## config.mk

```make
export PLATFORM = sky130hd
export DESIGN_NAME = pulsegen_multilane_flat
export DESIGN_NICKNAME = d
export VERILOG_FILES = /design/src/rtl/pulsegen_multilane_if.sv /design/src/rtl/pulsegen_multilane.sv /design/src/flat_wrapper.sv
export SDC_FILE = /design/constraint.sdc
export NUM_CORES = 1
export LEC_CHECK = 0
export BUFFER_PORTS_ARGS = -buffer_cell sky130_fd_sc_hd__buf_2
export CAP_MARGIN = 20
export CORE_UTILIZATION = 43
export CTS_CLUSTER_SIZE = 8
export DETAILED_ROUTE_END_ITERATION = 6
export PLACE_DENSITY_LB_ADDON = 0.2
export SYNTH_ARGS = -nofsm -noshare
export SYNTH_HDL_FRONTEND = slang
export SYNTH_SLANG_ARGS = --single-unit
```

## constraint.sdc

```tcl
create_clock -name clk -period 6.92 [get_ports clk]
set_clock_uncertainty 0.15 [all_clocks]
set_input_delay 1.038 -clock clk [delete_from_list [all_inputs] [get_ports clk]]
set_output_delay 1.038 -clock clk [all_outputs]
set_load 0.05 [all_outputs]
```

## src/rtl/pulsegen_multilane_if.sv

```systemverilog
// Bundle for the pulse generator: AXI-Lite register port, trigger sink and sample source.
interface pulsegen_multilane_if #(
    parameter int DATA_W = 8
);
    logic [3:0]        awaddr;
    logic [2:0]        awprot;
    logic              awvalid;
    logic              awready;
    logic [31:0]       wdata;
    logic [3:0]        wstrb;
    logic              wvalid;
    logic              wready;
    logic [1:0]        bresp;
    logic              bvalid;
    logic              bready;
    logic [3:0]        araddr;
    logic [2:0]        arprot;
    logic              arvalid;
    logic              arready;
    logic [31:0]       rdata;
    logic [1:0]        rresp;
    logic              rvalid;
    logic              rready;
    logic              s_avst_valid;
    logic [7:0]        s_avst_data;
    logic              s_avst_ready;
    logic [DATA_W-1:0] m_avst_data;
    logic              m_avst_valid;
    logic              m_avst_ready;

    modport slave (
        input  awaddr, awprot, awvalid, wdata, wstrb, wvalid, bready,
        input  araddr, arprot, arvalid, rready,
        output awready, wready, bresp, bvalid, arready, rdata, rresp, rvalid,
        input  s_avst_valid, s_avst_data, m_avst_ready,
        output s_avst_ready, m_avst_data, m_avst_valid
    );

    modport master (
        output awaddr, awprot, awvalid, wdata, wstrb, wvalid, bready,
        output araddr, arprot, arvalid, rready,
        input  awready, wready, bresp, bvalid, arready, rdata, rresp, rvalid,
        output s_avst_valid, s_avst_data, m_avst_ready,
        input  s_avst_ready, m_avst_data, m_avst_valid
    );
endinterface

```

## src/rtl/pulsegen_multilane.sv

```systemverilog
// Burst square-wave stimulus source for the TDC chain: AXI-Lite configured, AV-ST output
// with backpressure that freezes the waveform in-stream.
//
// burst state | meaning
// IDLE        | no burst pending; waits for a nonzero SAMPLE_COUNT write
// ARMED       | count loaded; waits for ip-sync trigger (or none if IPSYNC_EN = 0)
// WAIT_EDGE   | waits for a rising event of the wave
// RUN         | emits one sample per advance; cnt counts down to 1
// DONE        | one cycle: flag DONE, count burst, re-arm when continuous
module pulsegen_multilane #(
    parameter int          DATA_W          = 8,
    parameter int          CNT_W           = 32,
    parameter int          PIPELINE_OUTPUT = 2,
    parameter logic [15:0] HP_RESET        = 16'd2
) (
    input logic                 clk,
    input logic                 rst,
    pulsegen_multilane_if.slave bus
);
    localparam logic [1:0] W_RESET = 2'd0, W_IDLE = 2'd1, W_DATA = 2'd2, W_RESP = 2'd3;
    localparam logic [1:0] R_RESET = 2'd0, R_IDLE = 2'd1, R_DATA = 2'd2;
    localparam logic [2:0] B_IDLE = 3'd0, B_ARMED = 3'd1, B_WAIT_EDGE = 3'd2,
                           B_RUN = 3'd3, B_DONE = 3'd4;

    logic [1:0]        wstate, rstate, awaddr_q;
    logic [2:0]        bstate;
    logic [CNT_W-1:0]  sample_count, cnt, sc_new;
    logic              ipsync_en, cont, done_flag, arm_req, trig, s_ready;
    logic [DATA_W-1:0] lane_mask;
    logic [15:0]       half_period, hp_new, hp_eff, phase, bursts;
    logic              level, adv, wrap, rise, wr_fire, sc_wr, abort, done_set, done_clr;
    logic [31:0]       ctrl_word, ctrl_new, rd_word, rdata_q;
    logic [PIPELINE_OUTPUT-1:0] pipe_valid;
    logic [DATA_W-1:0]          pipe_data [PIPELINE_OUTPUT];
    logic              unused_bits;

    function automatic logic [31:0] wr_merge(input logic [31:0] old, input logic [31:0] d,
                                             input logic [3:0] s);
        logic [31:0] res;
        for (int i = 0; i < 4; i++) res[8*i +: 8] = s[i] ? d[8*i +: 8] : old[8*i +: 8];
        return res;
    endfunction

    always_comb begin
        ctrl_word               = '0;
        ctrl_word[0]            = ipsync_en;
        ctrl_word[1]            = cont;
        ctrl_word[8 +: DATA_W]  = lane_mask;
    end

    assign ctrl_new = wr_merge(ctrl_word, bus.wdata, bus.wstrb);
    assign sc_new   = CNT_W'(wr_merge(32'(sample_count), bus.wdata, bus.wstrb));
    assign hp_new   = 16'(wr_merge({16'h0, half_period}, bus.wdata, bus.wstrb));
    assign unused_bits = ^{bus.awprot, bus.arprot, bus.awaddr[1:0], bus.araddr[1:0],
                           bus.s_avst_data[7:1], ctrl_new[31:8+DATA_W], ctrl_new[7:2]};

    assign wr_fire  = (wstate == W_DATA) && bus.wvalid;
    assign sc_wr    = wr_fire && (awaddr_q == 2'd0);
    assign abort    = sc_wr && (sc_new == '0);
    assign done_clr = wr_fire && (awaddr_q == 2'd3) && bus.wstrb[0] && bus.wdata[1];

    assign adv      = ~pipe_valid[PIPELINE_OUTPUT-1] | bus.m_avst_ready;
    assign done_set = adv && (bstate == B_DONE);
    assign hp_eff   = (half_period == 16'd0) ? 16'd1 : half_period;
    assign wrap     = (phase >= hp_eff - 16'd1);
    assign rise     = wrap && !level;

    always_comb begin
        case (bus.araddr[3:2])
            2'd0:    rd_word = 32'(sample_count);
            2'd1:    rd_word = ctrl_word;
            2'd2:    rd_word = {16'h0, half_period};
            2'd3:    rd_word = {bursts, 14'h0, done_flag, bstate != B_IDLE};
            default: rd_word = '0;
        endcase
    end

    always_ff @(posedge clk) begin
        if (rst) begin
            wstate   <= W_RESET;
            awaddr_q <= 2'd0;
        end else begin
            case (wstate)
                W_RESET: wstate <= W_IDLE;
                W_IDLE: if (bus.awvalid) begin
                    awaddr_q <= bus.awaddr[3:2];
                    wstate   <= W_DATA;
                end
                W_DATA:  if (bus.wvalid) wstate <= W_RESP;
                W_RESP:  if (bus.bready) wstate <= W_IDLE;
                default: wstate <= W_IDLE;
            endcase
        end
    end

    always_ff @(posedge clk) begin
        if (rst) begin
            rstate  <= R_RESET;
            rdata_q <= '0;
        end else begin
            case (rstate)
                R_RESET: rstate <= R_IDLE;
                R_IDLE: if (bus.arvalid) begin
                    rdata_q <= rd_word;
                    rstate  <= R_DATA;
                end
                R_DATA:  if (bus.rready) rstate <= R_IDLE;
                default: rstate <= R_IDLE;
            endcase
        end
    end

    always_ff @(posedge clk) begin
        if (rst) begin
            sample_count <= '0;
            ipsync_en    <= 1'b0;
            cont         <= 1'b0;
            lane_mask    <= '1;
            half_period  <= HP_RESET;
        end else if (wr_fire) begin
            case (awaddr_q)
                2'd0: sample_count <= sc_new;
                2'd1: begin
                    ipsync_en <= ctrl_new[0];
                    cont      <= ctrl_new[1];
                    lane_mask <= ctrl_new[8 +: DATA_W];
                end
                2'd2:    half_period <= hp_new;
                default: ;
            endcase
        end
    end

    // set beats clear when DONE lands on the same cycle as a W1C
    always_ff @(posedge clk) begin
        if (rst) begin
            done_flag <= 1'b0;
            bursts    <= 16'h0;
        end else if (done_set) begin
            done_flag <= 1'b1;
            bursts    <= bursts + 16'd1;
        end else if (done_clr) begin
            done_flag <= 1'b0;
        end
    end

    always_ff @(posedge clk) begin
        if (rst) begin
            phase   <= 16'h0;
            level   <= 1'b0;
            trig    <= 1'b0;
            s_ready <= 1'b0;
        end else begin
            trig    <= bus.s_avst_valid & bus.s_avst_data[0];
            s_ready <= 1'b1;
            if (adv) begin
                if (wrap) begin
                    phase <= 16'h0;
                    level <= ~level;
                end else begin
                    phase <= phase + 16'd1;
                end
            end
        end
    end

    // arm_req makes IDLE load only on a fresh nonzero write, so one-shot bursts stay one-shot
    always_ff @(posedge clk) begin
        if (rst) begin
            bstate  <= B_IDLE;
            cnt     <= '0;
            arm_req <= 1'b0;
        end else begin
            if (abort) begin
                bstate <= B_IDLE;
            end else if (adv) begin
                case (bstate)
                    B_IDLE: if (arm_req && sample_count != '0) begin
                        cnt     <= sample_count;
                        arm_req <= 1'b0;
                        bstate  <= B_ARMED;
                    end
                    B_ARMED:     if (!ipsync_en || trig) bstate <= B_WAIT_EDGE;
                    B_WAIT_EDGE: if (rise) bstate <= B_RUN;
                    B_RUN: begin
                        cnt <= cnt - CNT_W'(1);
                        if (cnt <= CNT_W'(1)) bstate <= B_DONE;
                    end
                    B_DONE: if (cont && sample_count != '0) begin
                        cnt    <= sample_count;
                        bstate <= B_ARMED;
                    end else begin
                        bstate <= B_IDLE;
                    end
                    default: bstate <= B_IDLE;
                endcase
            end
            if (sc_wr) arm_req <= (sc_new != '0);
        end
    end

    always_ff @(posedge clk) begin
        if (rst) begin
            pipe_valid <= '0;
            for (int i = 0; i < PIPELINE_OUTPUT; i++) pipe_data[i] <= '0;
        end else if (adv) begin
            pipe_valid[0] <= (bstate == B_RUN);
            pipe_data[0]  <= (bstate == B_RUN) ? ({DATA_W{level}} & lane_mask) : '0;
            for (int i = 1; i < PIPELINE_OUTPUT; i++) begin
                pipe_valid[i] <= pipe_valid[i-1];
                pipe_data[i]  <= pipe_data[i-1];
            end
        end
    end

    assign bus.awready      = (wstate == W_IDLE);
    assign bus.wready       = (wstate == W_DATA);
    assign bus.bvalid       = (wstate == W_RESP);
    assign bus.bresp        = 2'b00;
    assign bus.arready      = (rstate == R_IDLE);
    assign bus.rvalid       = (rstate == R_DATA);
    assign bus.rdata        = rdata_q;
    assign bus.rresp        = 2'b00;
    assign bus.s_avst_ready = s_ready;
    assign bus.m_avst_valid = pipe_valid[PIPELINE_OUTPUT-1];
    assign bus.m_avst_data  = pipe_data[PIPELINE_OUTPUT-1];
endmodule
```

## src/flat_wrapper.sv

```systemverilog
// flat-port wrapper written by rule: the top's interface ports become plain ports
module pulsegen_multilane_flat 
#(
    parameter int          DATA_W          = 8,
    parameter int          CNT_W           = 32,
    parameter int          PIPELINE_OUTPUT = 2,
    parameter logic [15:0] HP_RESET        = 16'd2
)
  (clk, rst, bus_awaddr, bus_awprot, bus_awvalid, bus_wdata, bus_wstrb, bus_wvalid, bus_bready, bus_araddr, bus_arprot, bus_arvalid, bus_rready, bus_awready, bus_wready, bus_bresp, bus_bvalid, bus_arready, bus_rdata, bus_rresp, bus_rvalid, bus_s_avst_valid, bus_s_avst_data, bus_m_avst_ready, bus_s_avst_ready, bus_m_avst_data, bus_m_avst_valid);
  pulsegen_multilane_if #(.DATA_W(DATA_W)) bus_i ();
  input logic clk;
  input logic rst;
  input wire logic [$bits(bus_i.awaddr)-1:0] bus_awaddr;
  input wire logic [$bits(bus_i.awprot)-1:0] bus_awprot;
  input wire logic [$bits(bus_i.awvalid)-1:0] bus_awvalid;
  input wire logic [$bits(bus_i.wdata)-1:0] bus_wdata;
  input wire logic [$bits(bus_i.wstrb)-1:0] bus_wstrb;
  input wire logic [$bits(bus_i.wvalid)-1:0] bus_wvalid;
  input wire logic [$bits(bus_i.bready)-1:0] bus_bready;
  input wire logic [$bits(bus_i.araddr)-1:0] bus_araddr;
  input wire logic [$bits(bus_i.arprot)-1:0] bus_arprot;
  input wire logic [$bits(bus_i.arvalid)-1:0] bus_arvalid;
  input wire logic [$bits(bus_i.rready)-1:0] bus_rready;
  output wire logic [$bits(bus_i.awready)-1:0] bus_awready;
  output wire logic [$bits(bus_i.wready)-1:0] bus_wready;
  output wire logic [$bits(bus_i.bresp)-1:0] bus_bresp;
  output wire logic [$bits(bus_i.bvalid)-1:0] bus_bvalid;
  output wire logic [$bits(bus_i.arready)-1:0] bus_arready;
  output wire logic [$bits(bus_i.rdata)-1:0] bus_rdata;
  output wire logic [$bits(bus_i.rresp)-1:0] bus_rresp;
  output wire logic [$bits(bus_i.rvalid)-1:0] bus_rvalid;
  input wire logic [$bits(bus_i.s_avst_valid)-1:0] bus_s_avst_valid;
  input wire logic [$bits(bus_i.s_avst_data)-1:0] bus_s_avst_data;
  input wire logic [$bits(bus_i.m_avst_ready)-1:0] bus_m_avst_ready;
  output wire logic [$bits(bus_i.s_avst_ready)-1:0] bus_s_avst_ready;
  output wire logic [$bits(bus_i.m_avst_data)-1:0] bus_m_avst_data;
  output wire logic [$bits(bus_i.m_avst_valid)-1:0] bus_m_avst_valid;
  assign bus_i.awaddr = bus_awaddr;
  assign bus_i.awprot = bus_awprot;
  assign bus_i.awvalid = bus_awvalid;
  assign bus_i.wdata = bus_wdata;
  assign bus_i.wstrb = bus_wstrb;
  assign bus_i.wvalid = bus_wvalid;
  assign bus_i.bready = bus_bready;
  assign bus_i.araddr = bus_araddr;
  assign bus_i.arprot = bus_arprot;
  assign bus_i.arvalid = bus_arvalid;
  assign bus_i.rready = bus_rready;
  assign bus_awready = bus_i.awready;
  assign bus_wready = bus_i.wready;
  assign bus_bresp = bus_i.bresp;
  assign bus_bvalid = bus_i.bvalid;
  assign bus_arready = bus_i.arready;
  assign bus_rdata = bus_i.rdata;
  assign bus_rresp = bus_i.rresp;
  assign bus_rvalid = bus_i.rvalid;
  assign bus_i.s_avst_valid = bus_s_avst_valid;
  assign bus_i.s_avst_data = bus_s_avst_data;
  assign bus_i.m_avst_ready = bus_m_avst_ready;
  assign bus_s_avst_ready = bus_i.s_avst_ready;
  assign bus_m_avst_data = bus_i.m_avst_data;
  assign bus_m_avst_valid = bus_i.m_avst_valid;
  pulsegen_multilane #(.DATA_W(DATA_W), .CNT_W(CNT_W), .PIPELINE_OUTPUT(PIPELINE_OUTPUT), .HP_RESET(HP_RESET)) u_core (.clk(clk), .rst(rst), .bus(bus_i));
endmodule
```

==> metrics <==
initial standard-cell utilization of the core between 40% and 50%; highest achievable clock rate 215 MHz; Placed Cells incl. Taps 1414; core outline area about 0.021 mm^2; most frequent CP cell sky130_fd_sc_hd__nor4_1; wire length of the first global-routing pass around 40000 um; endpoints failing setup 0; synthesized-area fraction occupied by adder cells 3.42%; area added between synthesis and finish 13.2%; cts repair resizes 0; average footprint of a synthesized cell between 8 and 9 um^2; Setup TNS Final 0 ns; number of enable flip-flop cells after synthesis 16; vertical die dimension 148 um; clock period minus final worst setup slack 4.65 ns; floorplan die width ~150 um; proportion of synthesized flip-flops having asynchronous set or reset 0%; Setup Crit Path Kind reg2reg; #FFs+latches synth between 150 and 200; Critical Path Max Stage Delay 0.81 ns; final count of hold timing violations 0; post-detailed-route count of antenna-violating nets 0; root buffer selected by CTS sky130_fd_sc_hd__clkbuf_16; slew margin rel. 32.9%; total number of H-tree levels 4; predominant post-synthesis flop cell sky130_fd_sc_hd__dfxtp_1; utilization after layout 49.5%; die area about 0.022 mm^2; maximum net fanout on the critical path 14; clock insertion delay at the later pin of the skew report approximately 0.44 ns; IR drop worst, VDD between 0.2 and 0.25 mV; portion of netlist area occupied by mux cells under 10%; simple-gate area share of the yosys netlist roughly a quarter; critical path endpoint category flip-flop; post-synthesis compound-gate area fraction 15.1%; count of filler cells inserted in the layout slightly above 2k; Hold-fix buffers, CTS 0; Synth Instances around 1.1k; count of final max-slew check failures 0; distinct cell type count after synthesis 59; total number of placement rows 53; detailed-route wire length between 20000 and 25000 um; Remaining Overflow, GRT 0; total track usage between 20% and 30%; cell leakage power ~4.0 nW; detail-routed via count per cell 5.58; number of buffers added for setup after CTS 0; port bufs between 90 and 100; kind of cell adding the most delay to the critical path simple AND/OR/NAND/NOR gates; DRC errors left 0; clock buffer count from CTS 17; result of the run finished clean; clock tree from TritonCTS done; Post-Synthesis Cell Area between 0.009 and 0.01 mm^2; HPWL reported at the end of detailed placement approximately 17000 um; final clock period utilization by the worst path around two thirds; dominant combinational cell family by area after synthesis simple AND/OR/NAND/NOR gates; endpoint required time on the critical path between 7 and 8 ns; top-level I/O count roughly 120; RSZ-0062 raised after global routing false; critical path cell sequence or4_1, nor4_1, a41oi_1, ha_1, nand2_1, nor4_1, nand2_1, xor2_1, ha_1, nand4_1, nor4_1, a211oi_1, o21ai_1, nor2_1; placer congestion estimate approximately 0.84; antenna violations before repair 1; Worst Setup Start Kind flip-flop; CP Buf/Inv Count 0; register area share after synthesis 42.4%; cell with the largest stage delay on the worst path sky130_fd_sc_hd__o21ai_1; type of the most critical hold path reg2reg; max-cap check violation count 0; clock edge transition at the registers on the reported setup and hold paths 0.08 ns; detailed-route wire length per cell between 15 and 20 um; Post-layout nets between 1k and 1.5k; number of warning messages in the yosys log 0; sink count of the clock tree between 150 and 200; maximum buffer depth of the clock tree 2; Arr. time, crit path roughly 4.8 ns; leading cell types in the layout, fill and taps excluded sky130_fd_sc_hd__dfxtp_1 (170), sky130_fd_sc_hd__nor2_1 (139), sky130_fd_sc_hd__nand2_1 (134); count of TritonRoute iterations in the first routing pass 5; fraction of final layout cells sized beyond drive strength 1 13.6%; slew at the pin with the worst max-slew slack slightly above 1 ns; pin count of the biggest net entering global routing 88; Starting DRT DRC Count roughly 560; via total after detailed routing 8085; post-layout instance count excluding filler cells 1449; power density relative to cell area 292 mW/mm^2; vias in the first global route about 7.6k; leading cell type in the layout, fill and taps excluded sky130_fd_sc_hd__dfxtp_1; XOR/XNOR Fraction of Synth Area under 10%
final timing paths:
check | start | end | slack [ns] | cells past startpoint
setup / recovery | u_core.half_period[8] | u_core.phase[13] | 2.27 | 14
hold / removal | u_core.pipe_valid[0] | u_core.pipe_valid[0] | 0.31 | 2
setup reg to reg | u_core.half_period[8] | u_core.phase[13] | 2.27 | 14
hold reg to reg | u_core.pipe_valid[0] | u_core.pipe_valid[0] | 0.31 | 2
sequential cells by signal, indices dropped and copies added, names as in the netlist, 2 cells and up:
| name | count |
|---|---|
| u_core.bursts | 16 |
| u_core.pipe_valid | 2 |
| u_core.pipe_data | 16 |
| u_core.bstate | 3 |
| u_core.half_period | 16 |
| u_core.sample_count | 32 |
| u_core.phase | 16 |
| u_core.awaddr_q | 2 |
| u_core.wstate | 2 |
| u_core.bus.rdata | 32 |
| u_core.rstate | 2 |
| u_core.cnt | 32 |
| u_core.lane_mask | 8 |
kinds of logic (layout without fill, tap and decap cells):
| logic type | after synthesis | in the layout |
|---|---|---|
| compound gates | 224 | 224 |
| xor+xnor | 38 | 38 |
| fa+ha+maj | 25 | 25 |
| buf+inv | 98 | 159 |
| flops | 186 | 186 |
| mux | 45 | 45 |
| other cells | 1 | 5 |
| simple gates | 492 | 492 |
power breakdown:
part	leakage [nW]	internal [mW]	switching (mW)	total, mW
Clock	0.294	0.539	0.467	1.01
Sequential	1.57	1.14	0.0637	1.21
Combinational	2.11	0.263	0.547	0.809
cell type report:
cell class                      instances  area [um^2]  share of cell area [%]
Clock inverter                         13          151                    1.46
Tap cell                              275          344                    3.32
Timing Repair Buffer                  108          579                    5.59
Sequential cell                       186         3880                    37.5
Clock buffer                           19          458                    4.42
Antenna cell                            1         2.50                  0.0241
Inverter                               19         71.3                   0.688
Multi-Input combinational cell        828         4870                    47.0
synth_stat cells, types with 17 or more instances:
| cell | instances | area (um^2) |
|---|---|---|
| sky130_fd_sc_hd__a21oi_1 | 98 | 490 |
| sky130_fd_sc_hd__a221oi_1 | 18 | 158 |
| sky130_fd_sc_hd__and3_1 | 17 | 106 |
| sky130_fd_sc_hd__clkbuf_1 | 65 | 244 |
| sky130_fd_sc_hd__dfxtp_1 | 170 | 3400 |
| sky130_fd_sc_hd__ha_1 | 25 | 313 |
| sky130_fd_sc_hd__inv_1 | 19 | 71.3 |
| sky130_fd_sc_hd__mux2i_1 | 43 | 430 |
| sky130_fd_sc_hd__nand2_1 | 135 | 507 |
| sky130_fd_sc_hd__nand3_1 | 54 | 270 |
| sky130_fd_sc_hd__nor2_1 | 139 | 522 |
| sky130_fd_sc_hd__nor3_1 | 50 | 250 |
| sky130_fd_sc_hd__nor4_1 | 22 | 138 |
| sky130_fd_sc_hd__o21ai_0 | 39 | 195 |
| sky130_fd_sc_hd__xor2_1 | 22 | 193 |
routing by layer:
| metal | up-vias | GRT usage [%] | routed length [um] |
|---|---|---|---|
| li1 | 4034 | - | - |
| met1 | 3794 | 32.3 | 11800 |
| met2 | 230 | 36.3 | 10800 |
| met3 | 27 | 4.07 | 1170 |
| met4 | 0 | 6.49 | 406 |
| met5 | - | 0 | 0 |
worst reg2reg max path: stages, from the launching register on:
cell	delay, ns
sky130_fd_sc_hd__dfxtp_1	0.48
sky130_fd_sc_hd__or4_1	0.24
sky130_fd_sc_hd__nor4_1	0.10
sky130_fd_sc_hd__a41oi_1	0.29
sky130_fd_sc_hd__ha_1	0.27
sky130_fd_sc_hd__nand2_1	0.09
sky130_fd_sc_hd__nor4_1	0.63
sky130_fd_sc_hd__nand2_1	0.13
sky130_fd_sc_hd__xor2_1	0.18
sky130_fd_sc_hd__ha_1	0.30
sky130_fd_sc_hd__nand4_1	0.14
sky130_fd_sc_hd__nor4_1	0.34
sky130_fd_sc_hd__a211oi_1	0.21
sky130_fd_sc_hd__o21ai_1	0.81
sky130_fd_sc_hd__nor2_1	0.13
per-stage QoR:
stage | area, um^2 | setup slack [ns] | hold WS, ns | power (mW)
floorplan | 9170 | 3.09 | 0.282 | 1.84
global placement | 9730 | 2.38 | 0.291 | 2.03
detailed placement | 9730 | 2.30 | 0.300 | 2.04
CTS | 10300 | 2.22 | 0.308 | 3.04
global route | 10400 | 1.82 | 0.346 | 3.18
finish | 10400 | 2.27 | 0.307 | 3.02
Note: power is estimated with default switching activity, not from simulation.
